### config.mk
export PLATFORM = sky130hd
export DESIGN_NAME = spi_master_cfg
export DESIGN_NICKNAME = d
export VERILOG_FILES = /design/src/rtl/spi_master_cfg.sv
export SDC_FILE = /design/constraint.sdc
export NUM_CORES = 1
export LEC_CHECK = 0
export ABC_AREA = 1
export BUFFER_PORTS_ARGS = -buffer_cell sky130_fd_sc_hd__buf_2
export CAP_MARGIN = 15
export CORE_MARGIN = 2
export CORE_UTILIZATION = 55
export DETAILED_ROUTE_END_ITERATION = 6
export HOLD_SLACK_MARGIN = 0.15
export PLACE_DENSITY = 0.85
export SLEW_MARGIN = 20
export SYNTH_ARGS = -nofsm -noshare
export SYNTH_HDL_FRONTEND = slang
export SYNTH_SLANG_ARGS = --single-unit
### constraint.sdc
create_clock -name clk_i -period 5.19 [get_ports clk_i]
set_clock_uncertainty 0.2 [all_clocks]
set_input_delay 0.7785 -clock clk_i [delete_from_list [all_inputs] [get_ports clk_i]]
set_output_delay 0.7785 -clock clk_i [all_outputs]
set_load 0.005 [all_outputs]
### src/rtl/spi_master_cfg.sv
// SPI master with runtime CPOL/CPHA, programmable SCLK half-period, bit order and chip select.
// Host side uses a start/ready/done handshake. Every output comes straight from a flop.
module spi_master_cfg #(
    parameter int  DATA_WIDTH = 8,
    parameter int  NUM_CS     = 1,
    parameter int  DIV_WIDTH  = 16,
    localparam int CSW        = (NUM_CS > 1) ? $clog2(NUM_CS) : 1
) (
    input  logic                  clk_i,
    input  logic                  rst_ni,
    input  logic [DATA_WIDTH-1:0] din_i,
    input  logic                  start_i,
    input  logic                  cpol_i,
    input  logic                  cpha_i,
    input  logic                  lsb_first_i,
    input  logic [DIV_WIDTH-1:0]  clk_div_i,
    input  logic [CSW-1:0]        cs_sel_i,
    output logic [DATA_WIDTH-1:0] dout_o,
    output logic                  spi_done_tick_o,
    output logic                  ready_o,
    output logic                  sclk_o,
    output logic                  mosi_o,
    input  logic                  miso_i,
    output logic [NUM_CS-1:0]     cs_n_o
);
    localparam int             ECW       = $clog2(2 * DATA_WIDTH + 1);
    localparam logic [ECW-1:0] LAST_EDGE = ECW'(2 * DATA_WIDTH - 1);

    typedef enum logic [1:0] {IDLE, LEAD, XFER, TRAIL} state_t;

    state_t                state_q, state_d;
    logic [DIV_WIDTH:0]    hcnt_q;
    logic [ECW-1:0]        ecnt_q;
    logic [DATA_WIDTH-1:0] tx_q, rx_q, rx_d;
    logic [DIV_WIDTH-1:0]  div_q;
    logic                  cpha_q, lsb_q;
    logic                  start_acc, half_end, sclk_edge, leading, shift_out, capture;

    function automatic logic head(input logic [DATA_WIDTH-1:0] sr, input logic lsb);
        return lsb ? sr[0] : sr[DATA_WIDTH-1];
    endfunction

    function automatic logic [DATA_WIDTH-1:0] drop(input logic [DATA_WIDTH-1:0] sr, input logic lsb);
        return lsb ? (sr >> 1) : (sr << 1);
    endfunction

    function automatic logic [NUM_CS-1:0] cs_decode(input logic [CSW-1:0] sel);
        logic [NUM_CS-1:0] cs;
        cs = '1;
        for (int i = 0; i < NUM_CS; i++)
            if (int'(sel) == i) cs[i] = 1'b0;
        return cs;
    endfunction

    // NOTE: sequential state uses <= so every flop sees pre-edge values of its peers.
    always_ff @(posedge clk_i or negedge rst_ni) begin
        if (!rst_ni) state_q <= IDLE;
        else         state_q <= state_d;
    end

    // NOTE: each combinational output is defaulted first so no path can infer a latch.
    always_comb begin
        state_d = state_q;
        case (state_q)
            IDLE:    if (start_i) state_d = LEAD;
            LEAD:    if (half_end) state_d = XFER;
            XFER:    if (half_end && (ecnt_q == LAST_EDGE)) state_d = TRAIL;
            TRAIL:   if (half_end) state_d = IDLE;
            default: state_d = IDLE;
        endcase
    end

    // ecnt_q holds the number of SCLK edges already issued, so its LSB tells
    // whether the coming edge is leading and whether the last one was a sampling edge.
    always_comb begin
        start_acc = (state_q == IDLE) && start_i;
        half_end  = (state_q != IDLE) && (hcnt_q == {1'b0, div_q});
        sclk_edge = half_end && ((state_q == LEAD) || (state_q == XFER));
        leading   = ~ecnt_q[0];
        shift_out = sclk_edge && (cpha_q ? leading : (!leading && (ecnt_q != LAST_EDGE)));
        capture   = half_end && (state_q != LEAD) && (ecnt_q[0] != cpha_q);
        rx_d      = rx_q;
        if (capture)
            rx_d = lsb_q ? {miso_i, rx_q[DATA_WIDTH-1:1]} : {rx_q[DATA_WIDTH-2:0], miso_i};
    end

    always_ff @(posedge clk_i or negedge rst_ni) begin
        if (!rst_ni) begin
            hcnt_q          <= '0;
            ecnt_q          <= '0;
            tx_q            <= '0;
            rx_q            <= '0;
            div_q           <= '0;
            cpha_q          <= 1'b0;
            lsb_q           <= 1'b0;
            dout_o          <= '0;
            spi_done_tick_o <= 1'b0;
            ready_o         <= 1'b1;
            sclk_o          <= 1'b0;
            mosi_o          <= 1'b0;
            cs_n_o          <= '1;
        end else begin
            spi_done_tick_o <= 1'b0;
            rx_q            <= rx_d;
            hcnt_q          <= (state_q == IDLE || half_end) ? '0 : hcnt_q + 1'b1;

            if (state_q == IDLE) sclk_o <= cpol_i;
            if (sclk_edge) begin
                sclk_o <= ~sclk_o;
                ecnt_q <= ecnt_q + 1'b1;
            end
            if (shift_out) begin
                mosi_o <= head(tx_q, lsb_q);
                tx_q   <= drop(tx_q, lsb_q);
            end

            // CPHA=0 must show its first bit before the first SCLK edge.
            if (start_acc) begin
                cpha_q  <= cpha_i;
                lsb_q   <= lsb_first_i;
                div_q   <= clk_div_i;
                tx_q    <= cpha_i ? din_i : drop(din_i, lsb_first_i);
                rx_q    <= '0;
                ecnt_q  <= '0;
                ready_o <= 1'b0;
                cs_n_o  <= cs_decode(cs_sel_i);
                if (!cpha_i) mosi_o <= head(din_i, lsb_first_i);
            end

            if ((state_q == TRAIL) && half_end) begin
                spi_done_tick_o <= 1'b1;
                ready_o         <= 1'b1;
                cs_n_o          <= '1;
                dout_o          <= rx_d;
            end
        end
    end
endmodule

# == After elaboration in Yosys (flattened, before gate mapping) ==
# Index checks and enable logic that the tools add are counted.
# classes
n_mux,30
eq_ne,12
reduce_logical,18
addsub,2
n_bitwise,2
# op_table
cell,n
2-to-1 mux 8 bit,8
adder 17 x 1 -> 17 bit (second input constant),1
== test 17 x 16 -> 1 bit,1
2-to-1 mux 17 bit,1
2-to-1 mux 1 bit,14
2-to-1 mux 5 bit,2
nonzero test 2 bit,5
logical AND 1 bit,9
2-to-1 mux 2 bit,4
!= test 2 bit (second input constant),4
one-hot mux 2 bit (4 select lines),1
adder 5 x 1 -> 5 bit (second input constant),1
== test 5 x 4 -> 1 bit (second input constant),1
!= test 5 x 4 -> 1 bit (second input constant),1
== test 2 bit (second input constant),2
AND reduction 4 bit,1
== test 2 x 1 -> 1 bit (second input constant),1
zero test 2 bit,1
logical OR 1 bit,2
!= test 2 x 1 -> 1 bit (second input constant),1
inverter 1 bit,2
!= test 1 bit,1
# word_totals
reg_bits,71
elab_cells,78
output_inout_bits,13
input_bits,32

# == Logic depth before layout (Yosys ltp) ==
# Gate-level depths: netlist of the first run.
# logic_depth
depth_word,7
mapped_depth,14
depth_no_buf,13

# == Least setup slack after synthesis of the first run ==
# No wires, ideal clock.
# synth_path
kind,input-to-reg
from,input port start_i
to,register div_q[11]
arrival_time_ps,1684
setup_time_ps,132
t_required_ps,4858
stages,5
path_buffers,2
setup_slack_ps,3173
cell_sequence,nand2_1 inv_1 clkbuf_1 clkbuf_1 o21ai_0
# synth_between
elab_chain_len,1
# synth_rtl
item,line_no,source
start: declaration,12,"input logic start_i,"
logical AND 1 bit,76,start_acc = (state_q == IDLE) && start_i;
end signal: assignment,121,div_q <= clk_div_i;
end: declaration,35,logic [DIV_WIDTH-1:0] div_q;
# Every way passes these cells.
# A chain may end at the register's enable or synchronous reset.

# == Worst setup path after layout of the first run ==
# layout_path
from,register state_q[0]
to,register tx_q[2]
# layout_between
elab_chain_len,5
word_cells_on_any_way,11
cone_classes,eq/ne: 2; mux: 1; reduce/logical: 8
# layout_rtl
item,line_no,source
start: declaration,31,"state_t state_q, state_d;"
start signal: assignment,58,else state_q <= state_d;
== test 2 x 1 -> 1 bit (tied with other cells),78,sclk_edge = half_end && ((state_q == LEAD) || (state_q == XFER));
logical OR 1 bit or logical AND 1 bit (tied branches),"78, 77",
logical AND 1 bit,78,
logical AND 1 bit,80,shift_out = sclk_edge && (cpha_q ? leading : (!leading && (ecnt_q != LAST_EDGE)));
nonzero test 2 bit (no source line),-,
end signal: assignment,114,"tx_q <= drop(tx_q, lsb_q);"
end signal: assignment,122,"tx_q <= cpha_i ? din_i : drop(din_i, lsb_first_i);"
end: declaration,34,"logic [DATA_WIDTH-1:0] tx_q, rx_q, rx_d;"
# Parallel ways exist; a longest one is shown, timed or not.

==> results of run 1 <==
through the flow:
step | utilization [%] | std cells
after global placement | 60.1 | 599
after CTS | 63.5 | 615
final | 63.5 | 615
after floorplan | - | 486
after detailed placement | 60.1 | 599
after global routing | 63.5 | 615
layer usage:
metal | GRT usage, % | vias to the layer above
met2 | 36.7 | 117
met1 | 32.3 | 1525
met3 | 5.33 | 11
met5 | 0 | -
li1 | - | 1626
met4 | 7.39 | 0
power groups by stage:
stage	Sequential (W)	Combinational, W	Clock (W)
final	0.000792	0.000622	0.000499
after global routing	0.000807	0.000714	0.000535
after global placement	0.000793	0.000577	0
after CTS	0.000790	0.000616	0.000508
after floorplan	0.000762	0.000484	0
after detailed placement	0.000798	0.000605	0
cell type report:
class	instances	area, um2	area share (%)
Timing Repair Buffer	46	235	5.52
Sequential cell	71	1780	41.7
Clock inverter	3	65.1	1.53
Tap cell	80	100	2.35
Multi-Input combinational cell	340	1690	39.7
Inverter	62	233	5.46
Clock buffer	13	159	3.73
registers in the layout (all words and copies together), names as in the netlist, 2 cells and up:
name     flops
state_q      2
rx_q         8
ecnt_q       5
hcnt_q      17
dout_o       8
div_q       16
tx_q         8
cell usage in the layout, fill, tap and decap left out, drive strengths merged:
cell type / count
clkbuf: 13
dfrtp: 69
o21ai: 51
a211oi: 1
nand4: 3
nand2: 158
nor3: 6
buf: 46
nand3: 16
inv: 60
bufinv: 2
dfstp: 2
nor2: 46
a21oi: 27
a31oi: 1
a32oi: 1
xor2: 2
nor3b: 1
o22ai: 2
clkinv: 3
o221ai: 1
o211ai: 1
xnor2: 6
or2: 1
ha: 8
mux2i: 8
how the worst min path moves through the flow:
stage	end	start	slack, ns
floorplan	ready_o	ready_o	0.26
global placement	ready_o	ready_o	0.26
detailed placement	dout_o[6]	dout_o[6]	0.26
CTS	div_q[6]	rst_ni	0.28
global route	div_q[6]	rst_ni	0.29
finish	div_q[6]	rst_ni	0.26
kinds of logic after synthesis:
group / Yosys count / synth area share, %
muxes: 8 / 2.13
buffers and inverters: 75 / 7.81
and+or+nand+nor: 231 / 25.8
adders and majority gates: 8 / 2.66
DFF: 71 / 47.2
AOI/OAI and AO/OA: 85 / 12.5
xor gates and xnor gates: 8 / 1.86
==> impl_metrics.json, run 1 <==
{
  "drive_above_1_share_pct": 18.5,
  "cts_max_path_buffers": 2,
  "cp_data_arrival_time_ns": 3.18,
  "grt_first_pass_wirelength_mm": 13.8,
  "setup_viol": 0,
  "total_power_w": 0.00191,
  "synthArstFlopShare_pct": 100,
  "pwr-share-seq_pct": 41.4,
  "seq_area_frac_synth_pct": 47.2,
  "setup_tns_ns": 0,
  "p_comb_share_pct": 32.5,
  "cts.clk_slew.worst_paths_ns": 0.08,
  "antenna_cells": 0,
  "wl_mm": 8.30,
  "synthCells": 486,
  "slew_violations": 0,
  "grt_pass1_vias": 3029,
  "ir_drop_uv": 166,
  "avgSynthCellArea_um2": 7.75,
  "slowest_stage": "inv_1",
  "finalCritPeriodShare_pct": 60.8,
  "synth_top_area_cell": "dfrtp_1",
  "p_int_w": 0.00120,
  "worstSetupPathType": "register to register",
  "clock_sinks": 71,
  "first_pass_iters": 6,
  "grt_usage_pct": 23.4,
  "dr.max_layer_used": "met4",
  "timing.hold.ws_ns": 0.260,
  "fp.dieH_um": 86.8,
  "cts_resized": 0,
  "fillers": 558,
  "outcome": "complete, no violations",
  "reg2reg_from": "state_q[0]",
  "rsz0062_at_grt": "no",
  "cts_inserted_buffers": 9,
  "synth_edf_count": 0,
  "reg2reg_slack_ns": 2.04,
  "dieArea_mm2": 0.00753,
  "yosysWarnings": 0,
  "hp-class": "input port to asynchronous set/reset pin",
  "wl_met2_mm": 3.94,
  "reg2reg_depth": 10,
  "power_density_mw_per_mm2": 449,
  "path_buf_inv": 3,
  "design_area_mm2": 0.00426,
  "portBuffers": 44,
  "antenna_found_initial": 0,
  "path_depth": 10,
  "crit_family": "buffers and inverters",
  "grt_max_degree": 43,
  "die_w_um": 86.8,
  "slowest_delay_ns": 0.61,
  "synthFlopType": "dfrtp_1",
  "yosys-top-cells-area": "dfrtp_1 (46%), nand2_1 (15%), o21ai_0 (5.7%)",
  "cp_max_fo": 28,
  "drc": 0,
  "finalCriticalPeriod_ns": 3.15,
  "vias": 3279,
  "path_cells": "inv_1 > ha_1 > nand2_1 > inv_1 > buf_4 > a21oi_1 > o21ai_0 > o21ai_0 > nand2_1 > o21ai_0",
  "ant_nets": 0,
  "worstMarginPinSlew_ns": 0.858,
  "swShare_pct": 37.0,
  "crit_start": "state_q[0]",
  "cp-start-kind": "register",
  "gp_congestion": 0.915,
  "syn_area_mm2": 0.00377,
  "worstSetupEndpoint": "tx_q[2]",
  "hold_buffers": 0,
  "h-tree-depth": 3,
  "met1Wirelength_mm": 3.83,
  "layout.nets": 570,
  "setup_ws_ns": 2.04,
  "worstSetupEndpointType": "register",
  "slew_headroom_pct": 42.7,
  "dp_hpwl_mm": 5.69,
  "cts_tree": "done",
  "cp_common_cell": "o21ai_0",
  "synth_most_common_cell": "nand2_1",
  "r2r_end": "tx_q[2]",
  "hold_violations": 0,
  "drt_iter0_drc": 387,
  "cellLeakagePower_nw": 2.12,
  "grt_overflow": 0,
  "ys_types": 36,
  "initial_core_util_pct": 56.1,
  "pre_cts_ws_ns": 2.06,
  "areaGrowthSynthToFinish_pct": 13.2,
  "row_count": 30,
  "ys_ff_latch": 71,
  "maxCapViolations": 0,
  "synth_top_cell_area_share_pct": 45.8,
  "cts_root_buf": "clkbuf_8",
  "wl_met3_um": 435,
  "via_per_inst": 5.33,
  "wire_per_inst_um": 13.5,
  "core_area_mm2": 0.00672,
  "clkPwrFrac_pct": 26.1,
  "io_pins": 45,
  "fmax_mhz": 317,
  "syn_nets": 526,
  "placed_area_mm2": 0.00404,
  "clkLatencyLatePin_ns": 0.34,
  "critPathRequiredTime_ns": 5.21,
  "synth_commonest_cells": "nand2_1 (155), dfrtp_1 (69), inv_1 (48)",
  "post_cts_buffers": 0,
  "p_sw_w": 0.000708
}
Power figures use the tool's default switching activity.
==> run 2, diff against run 1 <==
==> constraint.sdc (replaced) <==
create_clock -name clk_i -period 3.2 [get_ports clk_i]
set_clock_uncertainty 0.2 [all_clocks]
set_input_delay 0.48 -clock clk_i [delete_from_list [all_inputs] [get_ports clk_i]]
set_output_delay 0.48 -clock clk_i [all_outputs]
set_load 0.005 [all_outputs]
==> run 2 against run 1 <==
Effect of this change:
- combinational power up 66%
- setup slack worse by 1.1 ns
- critical endpoint is now cs_n_o
- via count up 1.9%
- die area unchanged
- critical path type unchanged
- global-route usage up 1.0 points
- clock power up 53%
- first-iteration DRC count down 43%
==> impl_metrics.json, run 2 (synthesis gave the netlist of run 1 again) <==
{
  "clock_sinks": 71,
  "rsz0062_at_grt": "no",
  "setup_ws_ns": 0.911,
  "grt_overflow": 0,
  "final_common_cell": "nand2_1",
  "die_w_um": 86.8,
  "fp.dieH_um": 86.8,
  "finalCritPeriodShare_pct": 71.5,
  "drc": 0,
  "ir_drop_uv": 345,
  "seq_area_mm2": 0.00178,
  "h-tree-depth": 3,
  "drive_above_1_share_pct": 18.0,
  "largest_reg_flops": 17,
  "reg_top3": "hcnt_q (17), div_q (16)",
  "grt_max_degree": 43,
  "core_area_mm2": 0.00672,
  "final_cell_mix": "nand2_1 (155), dfrtp_1 (69), inv_1 (48)",
  "placed_cells": 600,
  "slew_headroom_pct": 50.8,
  "reg2reg_slack_ns": 0.91,
  "hp-class": "input port to register",
  "placed_area_mm2": 0.00406,
  "grt_pass1_vias": 3192,
  "crit_start": "state_q[1]",
  "ant_nets": 0,
  "cp_data_arrival_time_ns": 2.37,
  "worstSetupEndpoint": "cs_n_o",
  "gp_congestion": 0.847,
  "total_power_w": 0.00308,
  "fmax_mhz": 437,
  "setup_tns_ns": 0,
  "portBuffers": 44,
  "layout.nets": 586,
  "outcome": "complete, no violations",
  "cp_max_fo": 25,
  "final-instance-count-excl-fill": 631,
  "dp_hpwl_mm": 5.68,
  "reg2reg_depth": 7,
  "worstSetupEndpointType": "register",
  "hold_violations": 0,
  "post_cts_buffers": 0,
  "slew_violations": 0,
  "cts.clk_slew.worst_paths_ns": 0.07,
  "via_per_inst": 5.29,
  "first_pass_iters": 4,
  "row_count": 30,
  "grt_first_pass_wirelength_mm": 14.4,
  "r2r_end": "cs_n_o",
  "fillers": 560,
  "dieArea_mm2": 0.00753,
  "cp-start-kind": "register",
  "cts_tree": "done",
  "antenna_cells": 0,
  "drt_iter0_drc": 222,
  "cts_root_buf": "clkbuf_8",
  "design_area_mm2": 0.00442,
  "grt_usage_pct": 24.4,
  "worstMarginPinSlew_ns": 0.738,
  "setup_viol": 0,
  "cts_max_path_buffers": 2,
  "multi_input_area_mm2": 0.00169,
  "initial_core_util_pct": 56.1,
  "worstSetupPathType": "register to register",
  "antenna_found_initial": 0,
  "cellLeakagePower_nw": 2.18,
  "power_density_mw_per_mm2": 697,
  "cts_inserted_buffers": 9,
  "pre_cts_ws_ns": 0.960,
  "io_pins": 45,
  "top_register": "hcnt_q",
  "critPathRequiredTime_ns": 3.28,
  "reg2reg_from": "state_q[1]",
  "clkLatencyLatePin_ns": 0.35,
  "vias": 3341,
  "finalCriticalPeriod_ns": 2.29,
  "areaGrowthSynthToFinish_pct": 17.2,
  "wl_mm": 8.25,
  "wire_per_inst_um": 13.1,
  "maxCapViolations": 0
}
[run 2: worst max-delay path, cell delays in order (launching register included)]
cell and delay, ns:
dfrtp_1 0.42, inv_1 0.13, ha_1 0.26, nand2_1 0.09
inv_1 0.55, buf_4 0.36, nor2_1 0.05, o21ai_0 0.16
[run 2: how the worst min path moves through the flow]
stage	from	to	cells past startpoint	slack (ns)
finish	clk_div_i[14]	div_q[14]	3	0.17
global placement	ready_o	ready_o	2	0.26
floorplan	rst_ni	cpha_q	0	-0.02
CTS	clk_div_i[13]	div_q[13]	3	0.15
global route	clk_div_i[14]	div_q[14]	3	0.16
detailed placement	ready_o	ready_o	2	0.26
[run 2: cell type report]
| type | instances | area share, % |
|---|---|---|
| clock inverters | 4 | 1.59 |
| flip-flops and latches | 71 | 40.3 |
| clock buffers | 12 | 3.06 |
| well taps | 80 | 2.27 |
| inverters | 62 | 5.27 |
| multi-input cells | 340 | 38.3 |
| repair buffers | 62 | 9.18 |
[run 2: what timing repair did]
item | CTS | global route
endpoints found under the hold margin | 43 | 0
hold buffers | 15 | 0
setup endpoints to repair | 0 | 0
gates resized for setup | 0 | 0
[run 2: where the power goes]
group | internal, W | switching (W) | total [W]
logic | 0.000383 | 0.000647 | 0.00103
clock network | 0.000437 | 0.000328 | 0.000765
registers | 0.00111 | 0.000173 | 0.00128
[run 2: layer usage]
metal / wire (um) / up-vias / track usage [%]
met1: 3830 / 1576 / 32.5
met2: 3870 / 83 / 38.8
met4: 218 / 0 / 10.5
met3: 329 / 21 / 4.95
met5: 0 / - / 0
li1: - / 1661 / -
[run 2: stage by stage]
step	utilization, %	hold slack, ns
after global placement	60.4	0.255
after CTS	65.7	0.154
after floorplan	-	-0.0156
after detailed placement	60.4	0.261
final	65.7	0.167
after global routing	65.7	0.156
==> run 3, diff against run 2 <==
--- a/config.mk
+++ b/config.mk
@@ -9,10 +9,10 @@
 export BUFFER_PORTS_ARGS = -buffer_cell sky130_fd_sc_hd__buf_2
 export CAP_MARGIN = 15
 export CORE_MARGIN = 2
-export CORE_UTILIZATION = 55
+export CORE_UTILIZATION = 53
 export DETAILED_ROUTE_END_ITERATION = 6
 export HOLD_SLACK_MARGIN = 0.15
-export PLACE_DENSITY = 0.85
+export PLACE_DENSITY = 0.86
 export SLEW_MARGIN = 20
 export SYNTH_ARGS = -nofsm -noshare
 export SYNTH_HDL_FRONTEND = slang
==> constraint.sdc (replaced) <==
create_clock -name clk_i -period 1.9 [get_ports clk_i]
set_clock_uncertainty 0.2 [all_clocks]
set_input_delay 0.285 -clock clk_i [delete_from_list [all_inputs] [get_ports clk_i]]
set_output_delay 0.285 -clock clk_i [all_outputs]
set_load 0.005 [all_outputs]
==> run 3 against run 2 <==
Effect of this change:
- the run now ends with negative setup slack left
- wire length grew 29%
- sequential power grew 67%
- combinational power grew 130%
- count of clock-buffer cells in the layout shrank 2
- register-to-register slack lost 1.1 ns
- sequential share of layout area shrank 6.2 points
- non-clock buffer count grew 52
- core utilization grew 11 points
- critical path type unchanged
- largest power group is now combinational cells
==> impl_metrics.json, run 3 (synthesis gave the netlist of run 1 again) <==
{
  "critPathRequiredTime_ns": 1.98,
  "initial_core_util_pct": 55.1,
  "setup_viol": 42,
  "fmax_mhz": 472,
  "grt_overflow": 0,
  "clock_sinks": 71,
  "final_common_cell": "nand2_1",
  "violations": "negative setup slack",
  "gp_congestion": 0.914,
  "h-tree-depth": 3,
  "antenna_cells": 0,
  "core_area_mm2": 0.00683,
  "cp-start-kind": "register",
  "hold_violations": 0,
  "drc": 0,
  "worstSetupPathType": "register to register",
  "pre_cts_ws_ns": -0.176,
  "worstSetupEndpointType": "register",
  "outcome": "finished, violations left",
  "whs_path_depth": 5,
  "cellLeakagePower_nw": 2.52,
  "cts.clk_slew.worst_paths_ns": 0.08,
  "areaGrowthSynthToFinish_pct": 38.6,
  "fillers": 435,
  "cts_inserted_buffers": 9,
  "drive_above_1_share_pct": 31.6,
  "layout.nets": 640,
  "placed_cells": 645,
  "ant_nets": 0,
  "wl_met2_mm": 5.72,
  "top_register": "hcnt_q",
  "r2r_end": "mosi_o",
  "clkLatencyLatePin_ns": 0.38,
  "ir_drop_uv": 948,
  "finalCriticalPeriod_ns": 2.12,
  "final_cell_mix": "nand2_1 (136), dfrtp_1 (69), buf_2 (44)",
  "grt_first_pass_wirelength_mm": 14.9,
  "dr.max_layer_used": "met4",
  "slew_headroom_pct": 70.5,
  "setup_tns_ns": -4.84,
  "cp_max_fo": 7,
  "slew_violations": 0,
  "rsz0062_at_grt": "yes",
  "setup_ws_ns": -0.218,
  "met1Wirelength_mm": 4.04,
  "reg_top3": "hcnt_q (17), div_q (16)",
  "via_per_inst": 5.32,
  "die_w_um": 88.3,
  "largest_reg_flops": 17,
  "fp.dieH_um": 88.3,
  "grt_usage_pct": 24.8,
  "reg2reg_depth": 15,
  "reg2reg_slack_ns": -0.22,
  "row_count": 30,
  "total_power_w": 0.00565,
  "cts_tree": "done",
  "seq_area_mm2": 0.00178,
  "worstMarginPinSlew_ns": 0.442,
  "drt_iter0_drc": 262,
  "worstHoldStart": "din_i[5]",
  "io_pins": 45,
  "cts_max_path_buffers": 2,
  "antenna_found_initial": 0,
  "grt_pass1_vias": 3545,
  "multi_input_area_mm2": 0.00202,
  "dieArea_mm2": 0.00780,
  "hp-class": "input port to register",
  "wire_per_inst_um": 15.2,
  "grt_max_degree": 72,
  "first_pass_iters": 5,
  "dp_hpwl_mm": 6.08,
  "maxCapViolations": 0,
  "cts_root_buf": "clkbuf_8",
  "finalCritPeriodShare_pct": 111,
  "vias": 3730,
  "wl_mm": 10.6,
  "fin_util_pct": 76.4,
  "final-instance-count-excl-fill": 701,
  "hold_end": "tx_q[5]",
  "cp_data_arrival_time_ns": 2.20,
  "wl_met3_um": 525,
  "reg2reg_from": "hcnt_q[3]",
  "portBuffers": 44,
  "power_density_mw_per_mm2": 1080
}
[run 3: cell count changes in the layout (fill, tap and decap cells not counted), moves of 8 or more]
cell	previous run	this run
nand2_1	155	136
o21ai_0	43	32
o21ai_1	0	8
dlygate4sd3_1	15	25
o21ai_4	0	8
nand2_4	1	10
buf_4	2	39
[run 3: what timing repair did]
action | 4_1_cts | 5_1_grt
gates resized for setup | 14 | 80
endpoints found under the hold margin | 95 | 0
endpoints found under the setup margin | 49 | 49
setup buffers | 5 | 8
cloned | 0 | 2
hold buffers | 25 | 0
pin swaps | 3 | 19
[run 3: worst max-delay path by stage]
stage                  to  startpoint
2_1_floorplan  hcnt_q[14]   hcnt_q[0]
3_3_place_gp      tx_q[7]  state_q[0]
3_5_place_dp       cs_n_o  state_q[1]
4_1_cts         dout_o[7]   hcnt_q[5]
5_1_grt        hcnt_q[14]   hcnt_q[1]
6_report           mosi_o   hcnt_q[3]
[run 3: critical path, stage by stage, from the launching register on]
cell and delay [ns]:
dfrtp_1 0.44, inv_2 0.06, nand2_1 0.05, nand2_1 0.05, nor2_1 0.10, nand2_1 0.07
nor2_2 0.13, nand3_2 0.13, nor2_4 0.15, buf_12 0.17, nand3_4 0.11, buf_6 0.16
nand2_2 0.05, nand3_2 0.05, nand2_1 0.06, inv_1 0.04
[run 3: per-stage QoR]
step,hold WS [ns],instance area (um2)
final,0.203,5220
after global routing,0.233,5220
after CTS,0.156,4810
after detailed placement,0.140,4310
after global placement,0.140,4310
after floorplan,-0.211,3770
[run 3: report_power, final]
part | leakage [nW] | switching, W | internal, W
Sequential | 0.923 | 0.000269 | 0.00187
Combinational | 1.51 | 0.00145 | 0.000876
Clock | 0.0914 | 0.000661 | 0.000529
Total | 2.52 | 0.00238 | 0.00327
[run 3: layout make-up]
cell class                 instances  share of cell area [%]
clock inverter                     6                    1.01
sequential                        71                    34.1
inverter                          62                    4.77
tap                               96                    2.30
timing repair inverter             1                   0.144
timing repair buffer             114                    16.4
clock buffer                      10                    2.64
multi-input combinational        341                    38.7
[run 3: layer usage]
| metal | up-vias | track usage, % |
|---|---|---|
| li1 | 1771 | - |
| met1 | 1794 | 28.0 |
| met2 | 128 | 43.7 |
| met3 | 37 | 7.28 |
| met4 | 0 | 10.6 |
| met5 | - | 0 |
